<file path="src/rtl/div_unit_if.sv">
`default_nettype none
// ============================================================================
// Module      : div_unit_if
// Description : Request/response bundle between the control unit and the
//               iterative divider.
// Revision    : 1.0 - initial release
// ============================================================================
interface div_unit_if #(
  parameter int WIDTH = 4
);
  logic             Go;
  logic [WIDTH-1:0] X;
  logic [WIDTH-1:0] Y;
  logic             Done;
  logic             Err;
  logic [WIDTH-1:0] Q;
  logic [WIDTH-1:0] R;
  logic             Busy;
  logic [1:0]       CS;

  // Requester side (control unit / testbench)
  modport master (
    output Go, X, Y,
    input  Done, Err, Q, R, Busy, CS
  );

  // Divider side
  modport slave (
    input  Go, X, Y,
    output Done, Err, Q, R, Busy, CS
  );
endinterface
`default_nettype wire

</file>
<file path="src/rtl/div_unit.sv">
`default_nettype none
// ============================================================================
// Module      : div_unit
// Description : Iterative restoring divider, one quotient bit per cycle,
//               Moore Done/Err pulses for the control unit's divide wait.
// Revision    : 1.0 - initial release
// ============================================================================
module div_unit #(
  parameter int WIDTH = 4
) (
  input  wire logic   clk,
  input  wire logic   rst,
  div_unit_if.slave   bus
);

  localparam int          CW     = $clog2(WIDTH + 1);
  localparam logic [1:0]  S_IDLE = 2'b00;
  localparam logic [1:0]  S_ITER = 2'b01;
  localparam logic [1:0]  S_DONE = 2'b10;
  localparam logic [1:0]  S_ERR  = 2'b11;

  logic [1:0]       r_state;
  logic [WIDTH-1:0] r_quo;
  logic [WIDTH-1:0] r_dvs;
  // Remainder MSB is always zero after a restoring step, so only WIDTH bits
  // are stored; the WIDTH+1-bit arithmetic lives in the trial subtraction.
  logic [WIDTH-1:0] r_rem;
  logic [CW-1:0]    r_cnt;
  logic [WIDTH-1:0] r_q;
  logic [WIDTH-1:0] r_r;

  logic [WIDTH:0]   w_shift;
  logic [WIDTH:0]   w_trial;
  logic [WIDTH-1:0] w_rem_nxt;
  logic [WIDTH-1:0] w_quo_nxt;

  assign w_shift = {r_rem, r_quo[WIDTH-1]};
  assign w_trial = w_shift - {1'b0, r_dvs};

  always_comb begin
    w_rem_nxt = w_shift[WIDTH-1:0];
    w_quo_nxt = {r_quo[WIDTH-2:0], 1'b0};
    if (!w_trial[WIDTH]) begin
      w_rem_nxt = w_trial[WIDTH-1:0];
      w_quo_nxt = {r_quo[WIDTH-2:0], 1'b1};
    end
  end

  always_ff @(posedge clk) begin
    if (rst) begin
      r_state <= S_IDLE;
      r_quo   <= '0;
      r_dvs   <= '0;
      r_rem   <= '0;
      r_cnt   <= '0;
      r_q     <= '0;
      r_r     <= '0;
    end else begin
      case (r_state)
        S_IDLE: begin
          if (bus.Go) begin
            r_quo   <= bus.X;
            r_dvs   <= bus.Y;
            r_rem   <= '0;
            r_cnt   <= CW'(WIDTH);
            r_state <= (bus.Y == '0) ? S_ERR : S_ITER;
          end
        end
        S_ITER: begin
          r_rem <= w_rem_nxt;
          r_quo <= w_quo_nxt;
          r_cnt <= r_cnt - CW'(1);
          // Results land on the final edge so they are valid during Done.
          if (r_cnt == CW'(1)) begin
            r_q     <= w_quo_nxt;
            r_r     <= w_rem_nxt;
            r_state <= S_DONE;
          end
        end
        S_DONE: begin
          r_state <= S_IDLE;
        end
        S_ERR: begin
          r_q     <= '0;
          r_r     <= '0;
          r_state <= S_IDLE;
        end
        default: begin
          r_state <= S_IDLE;
        end
      endcase
    end
  end

  assign bus.Done = (r_state == S_DONE);
  assign bus.Err  = (r_state == S_ERR);
  assign bus.Busy = (r_state != S_IDLE);
  assign bus.CS   = r_state;
  assign bus.Q    = r_q;
  assign bus.R    = r_r;

endmodule
`default_nettype wire
</file>
<file path="src/flat_wrapper.sv">
// flat-port wrapper written by rule: the top's interface ports become plain ports
module div_unit_flat 
#(
  parameter int WIDTH = 4
)
  (clk, rst, bus_Go, bus_X, bus_Y, bus_Done, bus_Err, bus_Q, bus_R, bus_Busy, bus_CS);
  div_unit_if #(.WIDTH(WIDTH)) bus_i ();
  input  wire logic clk;
  input  wire logic rst;
  input wire logic [$bits(bus_i.Go)-1:0] bus_Go;
  input wire logic [$bits(bus_i.X)-1:0] bus_X;
  input wire logic [$bits(bus_i.Y)-1:0] bus_Y;
  output wire logic [$bits(bus_i.Done)-1:0] bus_Done;
  output wire logic [$bits(bus_i.Err)-1:0] bus_Err;
  output wire logic [$bits(bus_i.Q)-1:0] bus_Q;
  output wire logic [$bits(bus_i.R)-1:0] bus_R;
  output wire logic [$bits(bus_i.Busy)-1:0] bus_Busy;
  output wire logic [$bits(bus_i.CS)-1:0] bus_CS;
  assign bus_i.Go = bus_Go;
  assign bus_i.X = bus_X;
  assign bus_i.Y = bus_Y;
  assign bus_Done = bus_i.Done;
  assign bus_Err = bus_i.Err;
  assign bus_Q = bus_i.Q;
  assign bus_R = bus_i.R;
  assign bus_Busy = bus_i.Busy;
  assign bus_CS = bus_i.CS;
  div_unit #(.WIDTH(WIDTH)) u_core (.clk(clk), .rst(rst), .bus(bus_i));
endmodule
</file>
<file path="config.mk">
export PLATFORM = sky130hd
export DESIGN_NAME = div_unit_flat
export DESIGN_NICKNAME = d
export VERILOG_FILES = /design/src/rtl/div_unit_if.sv /design/src/rtl/div_unit.sv /design/src/flat_wrapper.sv
export SDC_FILE = /design/constraint.sdc
export NUM_CORES = 1
export LEC_CHECK = 0
export ABC_AREA = 1
export BUFFER_PORTS_ARGS = -buffer_cell sky130_fd_sc_hd__buf_4
export CORE_MARGIN = 2
export CORE_UTILIZATION = 29
export CTS_BUF_LIST = sky130_fd_sc_hd__clkbuf_2 sky130_fd_sc_hd__clkbuf_4 sky130_fd_sc_hd__clkbuf_8
export CTS_CLUSTER_DIAMETER = 200
export DETAILED_ROUTE_END_ITERATION = 10
export HOLD_SLACK_MARGIN = 0.15
export MAX_ROUTING_LAYER = met4
export REMOVE_ABC_BUFFERS = 1
export SKIP_CTS_REPAIR_TIMING = 1
export SLEW_MARGIN = 20
export SYNTH_ARGS = -nofsm -noshare
export SYNTH_HDL_FRONTEND = slang
export SYNTH_SLANG_ARGS = --single-unit
</file>
<file path="constraint.sdc">
create_clock -name clk -period 3.78 [get_ports clk]
set_input_delay 0 -clock clk [delete_from_list [all_inputs] [get_ports clk]]
set_output_delay 0 -clock clk [all_outputs]
set_load 0.05 [all_outputs]
</file>
== After elaboration in Yosys (flattened, before gate mapping) ==
Cells that the tools add are included.

* Register bits after elaboration: 25
* Bits of input ports: 11
* Output and inout bits: 13
* Word-level logic and storage cells: 41

* Add/subtract/negate cells: 2
* Equal/unequal tests: 6
* Multiplexer cells: 16
* Reductions and logical operators: 10

{| class="wikitable"
|+ Operators with widths
! cell !! count
|-
| $pmux W4 S2 || 4
|-
| $mux W4 || 5
|-
| $reduce_and A2 Y1 || 4
|-
| $mux W2 || 3
|-
| $pmux W2 S3 || 1
|-
| $pmux W3 S2 || 1
|-
| $reduce_bool A2 Y1 || 3
|-
| $sub A5 B4 Y5 || 1
|-
| $eq A2 B2 Y1 const B || 2
|-
| $logic_not A4 Y1 || 1
|-
| $eq A3 B1 Y1 const B || 1
|-
| $mux W3 || 1
|-
| $sub A3 B1 Y3 const B || 1
|-
| $eq A2 B1 Y1 const B || 1
|-
| $logic_not A2 Y1 || 1
|-
| $ne A2 B1 Y1 const B || 1
|-
| $ne A2 B2 Y1 const B || 1
|-
| $reduce_or A2 Y1 || 1
|-
| $mux W1 || 1
|}

== Logic depth before layout (Yosys ltp) ==
Gate-level depths: netlist (run 1).

* Depth after elaboration: 4
* Mapped depth: 12
* Mapped depth without buffers: 12

== Least setup slack after synthesis (run 1) ==
OpenSTA, ideal clock, no wires.

* Path kind: reg-to-reg
* From: register u_core.r_quo[3]
* To: register u_core.r_r[3], in the netlist u_core.bus.R[3]
* Library setup time: 0.135 ns
* Data arrival time: 1.524 ns
* Required time: 3.645 ns
* Path slack: 2.121 ns
* Cell stages (with the launch flop): 12
* Buffers on the path: 0
* Clock period less this slack: 1.659 ns
* Cell sequence: dfxtp_1 > inv_1 > ha_1 > fa_1 > inv_1 > nand2_1 > nand2_2 > nand3_4 > nand2_4 > nand3_1 > nand3_1 > a21oi_1

* Longest elaborated chain between the ends: 4

{| class="wikitable"
|+ RTL lines
! item !! RTL line !! source
|-
| start, declared || div_unit.sv:23 || <nowiki>logic [WIDTH-1:0] r_quo;</nowiki>
|-
| start signal, assigned || div_unit.sv:62 || <nowiki>r_quo <= bus.X;</nowiki>
|-
| start signal, assigned || div_unit.sv:71 || <nowiki>r_quo <= w_quo_nxt;</nowiki>
|-
| $sub A5 B4 Y5 || div_unit.sv:38 || <nowiki>assign w_trial = w_shift - {1'b0, r_dvs};</nowiki>
|-
| $mux W4 || div_unit.sv:43 || <nowiki>if (!w_trial[WIDTH]) begin</nowiki>
|-
| $mux W4 || div_unit.sv:74 || <nowiki>if (r_cnt == CW'(1)) begin</nowiki>
|-
| $pmux W4 S2 || div_unit.sv:59 || <nowiki>case (r_state)</nowiki>
|-
| end signal, assigned || div_unit.sv:76 || <nowiki>r_r <= w_rem_nxt;</nowiki>
|-
| end, declared || div_unit.sv:30 || <nowiki>logic [WIDTH-1:0] r_r;</nowiki>
|}

Every way passes these cells. The select of a mux whose other input is x is not followed.
A chain may end at the register's enable or synchronous reset.

== Worst setup path after layout (run 1) ==
* From: register u_core.r_quo[3]
* To: register u_core.r_quo[0]

* Longest elaborated chain between the ends: 3

{| class="wikitable"
|+ RTL lines
! item !! RTL line
|-
| $sub A5 B4 Y5 || div_unit.sv:38
|-
| $mux W1 || div_unit.sv:43
|-
| $pmux W4 S2 || div_unit.sv:59
|}

Every way passes these cells.

==> results.md, run 1 <==
- Fmax: 447 MHz
- Clk_skew: 0.00637 ns
- I/O Pins: 24
- CP Data Arrival Time: 2.45 ns
- Commonest cells post-synth: nand2_1 (30), dfxtp_1 (25), inv_1 (19), nand3_1 (19), a21oi_1 (18)
- CP top delay family: buffers and inverters
- Netlist Area Pre-Place: 1330 sq um
- # setup viols final: 0
- Cell count after placement: 240
- Post-synth EDFFs: 0
- Syn Area/Cell: 7.89 sq um
- Worst path slowest cell: dlygate4sd3_1
- Nature of the critical path endpoint: register
- FILL cells: 491
- Via count: 1,222
- GR Overflow Total: 0
- Clock Sinks: 25
- HP Class: in -> reg
- Die area: 5130 sq um
- Core area: 4380 sq um
- CTS root buf: clkbuf_8
- GRT Total Usage: 12.0%
- Leading area contributor after synthesis: dfxtp_1
- Seq cells post-synth: 25
- Top-count cell post-synth: nand2_1
- Die X: 71.6 microns
- Ys Warns: 0
- Antenna violations before repair: 0
- Clk pwr share: 20.8%
- Post-Layout Cell Count: 260
- Switch Pwr: 0.276 mW
- Final period utilization: 59.2%
- Min Tclk post-route: 2.24 ns
- # port buffers: 23
- Maxcap violations: 0
- Post-DRT Antenna Nets: 0
- Cts bufs inserted: 3
- Ratio of cells with drive above 1 in the final layout: 23.1%
- Post-synthesis sequential area ratio: 37.8%
- Pleak: 0.765 nW
- DR pass1 iterations: 4
- Die height: 71.6 microns
- Post-layout util: 39.9%
- Max clock buf depth: 2
- TritonCTS clock tree: done
- DRT iter0 DRCs: 63
- Sum Neg Setup Slack: 0 ns
- Pin count of the biggest net entering global routing: 23
- CP startpoint kind: register
- VDD IR-drop max: 0.137 mV
- Top cells by area, synth: dfxtp_1 (38%), nand2_1 (8.5%), nand3_1 (7.2%)
- Yosys cell types: 29
- DP HPWL: 2170 microns
- Global-route wire length before repair: 4800 microns
- R2R setup slack: 1.54 ns
- Area growth, synth to finish: 32.1%
- Cell area power density: 425 nW/um^2
- Max incr delay on CP: 0.57 ns
- Worst Tran Pin Value: 0.264 ns
- Crit-path max FO: 4
- Number of cell rows: 24
- Share of the synthesized area in the top cell type: 37.8%
- Vias in the first global route: 1,116
- Final Wtd Congestion: 0.907
- Pint: 0.469 mW
- Initial Util: 30.2%
- Pwr Total: 0.745 mW
- H-tree levels: 1
- CP bufs+invs: 3
- Logic gate share of total power: 38.5%
- Outcome: finished, final reports clean
- Final Hold Viols: 0
- Reg power frac: 40.7%
- Via density: 4.70
- Sw Ratio: 37.0%
- Antenna cells: 0
- Synth async-reset ratio: 0%
- Post-synth top flop: dfxtp_1
- Worst hold slack: 0.208 ns
- Worst skew pair latency: 0.27 ns
- WP data required: 3.99 ns
- Rel. slew slack: 82.4%
- Avg WL per Cell: 11.3 microns
- Nets: 227
- Worst-path clk slew: 0.09 ns
- Drt drc: 0
- Final WL: 2930 microns
- CP Cell Sequence: inv_1, ha_1, fa_1, inv_1, nand2_1, nand2_2, nand3_4, nand2_4, nand2_4, a31oi_2, dlygate4sd3_1
- Final Max Tran Viols: 0
- Critical path type: reg -> reg
- Cells after Synth: 168
- RSZ-0062 raised after global routing: false
## layout make-up
cell class                      instances  area [sq um]  area share, %
Inverter                               23          98.8           5.65
Sequential cell                        25           500           28.6
Timing Repair Buffer                   39           333           19.0
Multi-Input combinational cell        117           707           40.4
Clock buffer                            3          41.3           2.36
Clock inverter                          1          5.00          0.286
Tap cell                               52          65.1           3.72
## registers in the layout, indices dropped and copies added, names as in the netlist
| signal | flops |
|---|---|
| u_core.bus.CS | 2 |
| u_core.r_cnt | 3 |
| u_core.r_dvs | 4 |
| u_core.bus.R | 4 |
| u_core.bus.Q | 4 |
| u_core.r_rem | 4 |
| u_core.r_quo | 4 |
## placed cells by master (no fill, tap or decap), drive strengths merged
master,count
a211oi,1
a21oi,20
a22oi,1
a31oi,3
buf,23
clkbuf,3
clkinv,1
dfxtp,25
dlygate4sd3,16
fa,1
ha,6
inv,23
nand2,37
nand3,22
nand3b,1
nand4,3
nor2,9
nor3,4
o21ai,6
or2,2
xor2,1
## cells by family (layout without fill, tap and decap cells)
family / after synthesis / after routing / share of synthesized area (%)
AO/OA/AOI/OAI: 31 / 31 / 13.8
XOR/XNOR: 1 / 1 / 0.661
adder cells (fa/ha/maj): 7 / 7 / 7.18
buffers and inverters: 26 / 66 / 8.88
flip-flops: 25 / 25 / 37.8
AND/OR/NAND/NOR: 78 / 78 / 31.7
## worst register-to-register path, cell delays in order, from the launching register on
cell	delay (ns)
dfxtp_1	0.34
inv_1	0.06
ha_1	0.20
fa_1	0.41
inv_1	0.09
nand2_1	0.06
nand2_2	0.09
nand3_4	0.09
nand2_4	0.11
nand2_4	0.05
a31oi_2	0.12
dlygate4sd3_1	0.57
## power groups by stage
stage               Sequential (mW)  Combinational [mW]  Clock [mW]
floorplan                     0.319               0.195           0
global placement              0.309               0.272           0
detailed placement            0.310               0.269           0
CTS                           0.303               0.270       0.162
global route                  0.307               0.323       0.173
finish                        0.303               0.287       0.155
## stage by stage
stage	cell area, sq um	setup slack [ns]
floorplan	1310	2.14
global placement	1540	2.02
detailed placement	1540	1.99
CTS	1590	1.97
global route	1750	1.40
finish	1750	1.54
## per-layer routing
layer  GRT usage (%)  up-vias  part of all wire (%)
met4            5.03        0                   1.6
met1            13.6      561                    43
met3            1.41        4                   1.6
li1                -      643                     -
met2            21.4       14                    53
met5               -        -                     0
## final timing paths
check | from | to | depth (start not counted)
worst max register to register | u_core.r_quo[3] | u_core.r_quo[0] | 11
worst min-delay path | bus_Go | u_core.r_cnt[2] | 5
worst max-delay path | u_core.r_quo[3] | u_core.r_quo[0] | 11
worst min register to register | u_core.bus.Q[3] | u_core.bus.Q[3] | 2
No activity file was read; power rests on OpenSTA's default activity.
==> run 2: changes to the inputs <==
- clock period: 3.78 -> 1.85 ns (I/O delays scaled with it)
==> results.md, run 2 (synthesis results as in run 1) <==
- Initial Util: 30.2%
- Min Tclk post-route: 1.72 ns
- Clock Sinks: 25
- Avg WL per Cell: 11.3 microns
- DRT iter0 DRCs: 39
- Design area: 1730 sq um
- Ratio of cells with drive above 1 in the final layout: 27.0%
- # setup viols final: 0
- Final Wtd Congestion: 0.882
- Hold path start: bus_Go
- Number of cells on the worst hold path: 5
- CP startpoint kind: register
- Met1 Track Usage GR: 15.1%
- Crit-path max FO: 4
- Pleak: 0.744 nW
- Worst-path clk slew: 0.08 ns
- CTS root buf: clkbuf_8
- Die height: 71.6 microns
- M3 GR Usage: 1.69%
- DR pass1 iterations: 4
- HP Class: in -> reg
- I/O Pins: 24
- Cts bufs inserted: 3
- Maxcap violations: 0
- Final period utilization: 93.1%
- Cell area power density: 890 nW/um^2
- Final Hold Viols: 0
- Nature of the critical path endpoint: register
- Commonest non-fill, non-tap cell in the layout: nand2_1
- Post-DP Area: 1540 sq um
- Cells on worst reg2reg path: 10
- CP Data Arrival Time: 1.93 ns
- # port buffers: 23
- Final worst slack: 0.128 ns
- GR Overflow Total: 0
- RSZ-0062 raised after global routing: false
- Core area: 4380 sq um
- Register area: 502 sq um
- Drt drc: 0
- Hold EP: u_core.r_cnt[2]
- Die area: 5130 sq um
- Rel. slew slack: 82.2%
- R2R setup slack: 0.13 ns
- Die X: 71.6 microns
- GRT Total Usage: 12.4%
- H-tree levels: 1
- Via count: 1,193
- WP data required: 2.05 ns
- Outcome: finished, final reports clean
- Pin count of the biggest net entering global routing: 23
- Worst R2R Start: u_core.r_quo[3]
- VDD IR-drop max: 0.280 mV
- Antenna cells: 0
- Via density: 4.66
- Area of the multi-input gates: 726 sq um
- Nets: 223
- Area growth, synth to finish: 30.8%
- Worst Tran Pin Value: 0.267 ns
- Antenna violations before repair: 0
- Most frequent cells in the layout: nand2_1 (30), dfxtp_1 (24), buf_4 (23)
- Fmax: 581 MHz
- Worst hold slack: 0.193 ns
- FILL cells: 453
- GR peak layer: met2
- Worst Setup Slack post-DPL: 0.0576 ns
- Worst skew pair latency: 0.27 ns
- Pwr Total: 1.54 mW
- Clk_skew: 0.00481 ns
- Number of cell rows: 24
- Global-route wire length before repair: 4870 microns
- Final Max Tran Viols: 0
- Sum Neg Setup Slack: 0 ns
- Met2 usage: 20.1%
- TritonCTS clock tree: done
- Max clock buf depth: 2
- Final WL: 2880 microns
- DP HPWL: 2170 microns
- Vias in the first global route: 1,102
- Worst r2r dst: u_core.bus.R[2]
- Critical path type: reg -> reg
- Post-DRT Antenna Nets: 0
==> run 2: worst max path at each step <==
stage,start,to,slack (ns),depth (start not counted)
final,u_core.r_quo[3],u_core.bus.R[2],0.13,10
after global routing,u_core.r_quo[3],u_core.bus.R[3],0.002,12
after CTS,u_core.r_quo[3],u_core.bus.R[2],0.03,10
after detailed placement,u_core.r_quo[3],u_core.bus.R[2],0.06,10
after global placement,u_core.r_quo[3],u_core.bus.R[2],0.09,10
after floorplan,u_core.r_quo[3],u_core.bus.R[3],0.21,11
==> run 2: routing by layer <==
metal	wire (microns)	up-vias
met1	1320	535
li1	-	636
met4	77	0
met3	81	7
met2	1400	15
met5	0	-
==> run 2: stage by stage <==
| stage | cells | util, % |
|---|---|---|
| 6_report | 256 | 39.5 |
| 5_1_grt | 256 | 39.5 |
| 4_1_cts | 244 | 36.3 |
| 3_5_place_dp | 240 | 35.2 |
| 3_3_place_gp | 240 | 35.2 |
| 2_1_floorplan | 165 | - |
==> run 2: where the power goes <==
group	switching [mW]	total (mW)	internal, mW
Clock	0.167	0.336	0.169
Sequential	0.0351	0.620	0.585
Combinational	0.367	0.586	0.219
==> run 2: cell type report <==
class / count / share of cell area (%)
inverters: 23 / 5.70
repair buffers: 35 / 16.9
clock buffers: 4 / 2.82
well taps: 52 / 3.75
multi-input cells: 117 / 41.9
flip-flops and latches: 25 / 29.0
==> run 2: critical path, cell delays in order, from the launching register on <==
cell,delay [ns]
dfxtp_2,0.34
inv_1,0.05
ha_2,0.18
fa_2,0.37
inv_2,0.07
nand2_1,0.06
nand2_2,0.09
nand3_4,0.09
nand3_1,0.12
nand4_1,0.13
a21oi_1,0.16
==> run 3: changes to the inputs <==
- ABC_AREA: 1 -> unset
==> results.md, run 3 <==
- Via density: 4.77
- H-tree levels: 1
- Via count: 1,125
- Yosys cell types: 37
- Reg power frac: 41.3%
- DR pass1 iterations: 4
- Seq cells post-synth: 25
- CTS root buf: clkbuf_8
- Worst hold slack: 0.494 ns
- Sum Neg Setup Slack: -2.70 ns
- Syn Area/Cell: 9.03 sq um
- Switch Pwr: 0.465 mW
- Pint: 1.00 mW
- Vias in the first global route: 1,048
- Global-route wire length before repair: 4750 microns
- Final Wtd Congestion: 0.775
- Antenna cells: 0
- Design area: 1790 sq um
- Pleak: 0.755 nW
- Ratio of cells with drive above 1 in the final layout: 31.2%
- Post-Layout Cell Count: 236
- WP data required: 2.02 ns
- Worst Setup SP: u_core.r_quo[3]
- Cell count after placement: 215
- Worst skew pair latency: 0.27 ns
- Final Max Tran Viols: 0
- Maxcap violations: 0
- Post-layout util: 44.0%
- Final Hold Viols: 0
- Antenna violations before repair: 0
- Drt drc: 0
- DRT iter0 DRCs: 30
- Area growth, synth to finish: 44.3%
- Pwr Total: 1.47 mW
- # setup viols final: 10
- Post-synth top flop: dfxtp_1
- Cells after Synth: 137
- Nature of the critical path endpoint: register
- GRT Total Usage: 12.3%
- CP startpoint kind: register
- Final period utilization: 118%
- Worst Setup Slack post-DPL: -0.372 ns
- Pin count of the biggest net entering global routing: 21
- Hold path start: u_core.r_quo[1]
- Commonest cells post-synth: dfxtp_1 (25), nor2_1 (24), a21oi_1 (13)
- VDD IR-drop max: 0.483 mV
- Core area: 4060 sq um
- Failing checks: setup timing
- Final WL: 3100 microns
- Die area: 4810 sq um
- Cts bufs inserted: 3
- Netlist Area Pre-Place: 1240 sq um
- Post-DP Area: 1520 sq um
- Worst Tran Pin Value: 0.621 ns
- Post-DRT Antenna Nets: 0
- Post-synth EDFFs: 0
- Synth async-reset ratio: 0%
- RSZ-0062 raised after global routing: true
- CP Data Arrival Time: 2.35 ns
- Leading area contributor after synthesis: dfxtp_1
- Worst R2R Start: u_core.r_quo[3]
- DP HPWL: 2150 microns
- Number of cell rows: 23
- Top cells by area, synth: dfxtp_1 (40%), nor2_1 (7.3%), a32o_1 (6.5%)
- Initial Util: 30.5%
- R2R setup slack: -0.33 ns
- HP Class: reg -> reg
- I/O Pins: 24
- Sw Ratio: 31.7%
- Worst-path clk slew: 0.09 ns
- Logic gate share of total power: 35.7%
- Rel. slew slack: 58.3%
- Ys Warns: 0
- Final worst slack: -0.332 ns
- GR Overflow Total: 0
- Critical path type: reg -> reg
- Max clock buf depth: 2
- # port buffers: 23
- Most frequent cells in the layout: buf_4 (37), nor2_1 (24), dfxtp_1 (24)
- Avg WL per Cell: 13.2 microns
- Clk pwr share: 23.0%
- Die X: 69.3 microns
- Post-synthesis sequential area ratio: 40.4%
- Die height: 69.3 microns
- Cell area power density: 822 nW/um^2
- Min Tclk post-route: 2.18 ns
- Commonest non-fill, non-tap cell in the layout: buf_4
- Clk_skew: 0.00438 ns
- Clock Sinks: 25
- Outcome: finished with violations
- Fmax: 458 MHz
- TritonCTS clock tree: done
- Crit-path max FO: 4
- Top-count cell post-synth: dfxtp_1
- Nets: 205
- Share of the synthesized area in the top cell type: 40.4%
==> run 3: changes by cell type after synthesis, sizes merged, moves of 4 or more <==
cell and change:
a32o +8, nor2 +15, nand2 -30, a21oi -6, a22oi +5, inv -13, o21ai -4, nand3 -21
==> run 3: path summary, 6_finish.rpt <==
path / depth (start not counted) / endpoint
worst max-delay path: 8 / u_core.r_rem[2]
worst min-delay path: 2 / u_core.r_quo[1]
worst min register to register: 2 / u_core.r_quo[1]
worst max register to register: 8 / u_core.r_rem[2]
==> run 3: layout make-up <==
type	instances	area, sq um
clock buffers	3	41.3
clock inverters	1	7.51
fillers	388	2270
inverters	10	37.5
multi-input cells	97	724
flip-flops and latches	25	502
well taps	50	62.6
repair buffers	50	410
==> run 3: layer usage <==
layer	vias to the layer above	part of all wire [%]	track usage, %
li1	576	-	-
met1	521	45	15.6
met2	26	51	19.6
met3	2	3.2	2.76
met4	0	0.55	3.70
met5	-	0	-
==> run 3: critical path, stage by stage, from the launching register on <==
cell      delay (ns)
dfxtp_2         0.33
inv_2           0.04
ha_4            0.15
fa_2            0.39
nand2b_4        0.16
a21oi_4         0.22
xor2_4          0.24
mux2_4          0.33
a32o_1          0.20
==> run 3: power by group through the flow <==
stage	sequential, mW	clock [mW]	combinational (mW)
after floorplan	0.629	0	0.229
after global placement	0.616	0	0.374
after detailed placement	0.617	0	0.382
after CTS	0.605	0.348	0.386
after global routing	0.613	0.368	0.568
final	0.606	0.337	0.525
==> run 3: kinds of logic after synthesis <==
family                     count (synthesis)  synth area share, %
xor gates and xnor gates                   4                 4.35
adders and majority gates                  7                 7.68
DFF                                       25                 40.4
AOI/OAI and AO/OA                         34                 19.8
buffers and inverters                     15                 5.16
muxes                                      4                 3.74
and+or+nand+nor                           48                 18.8
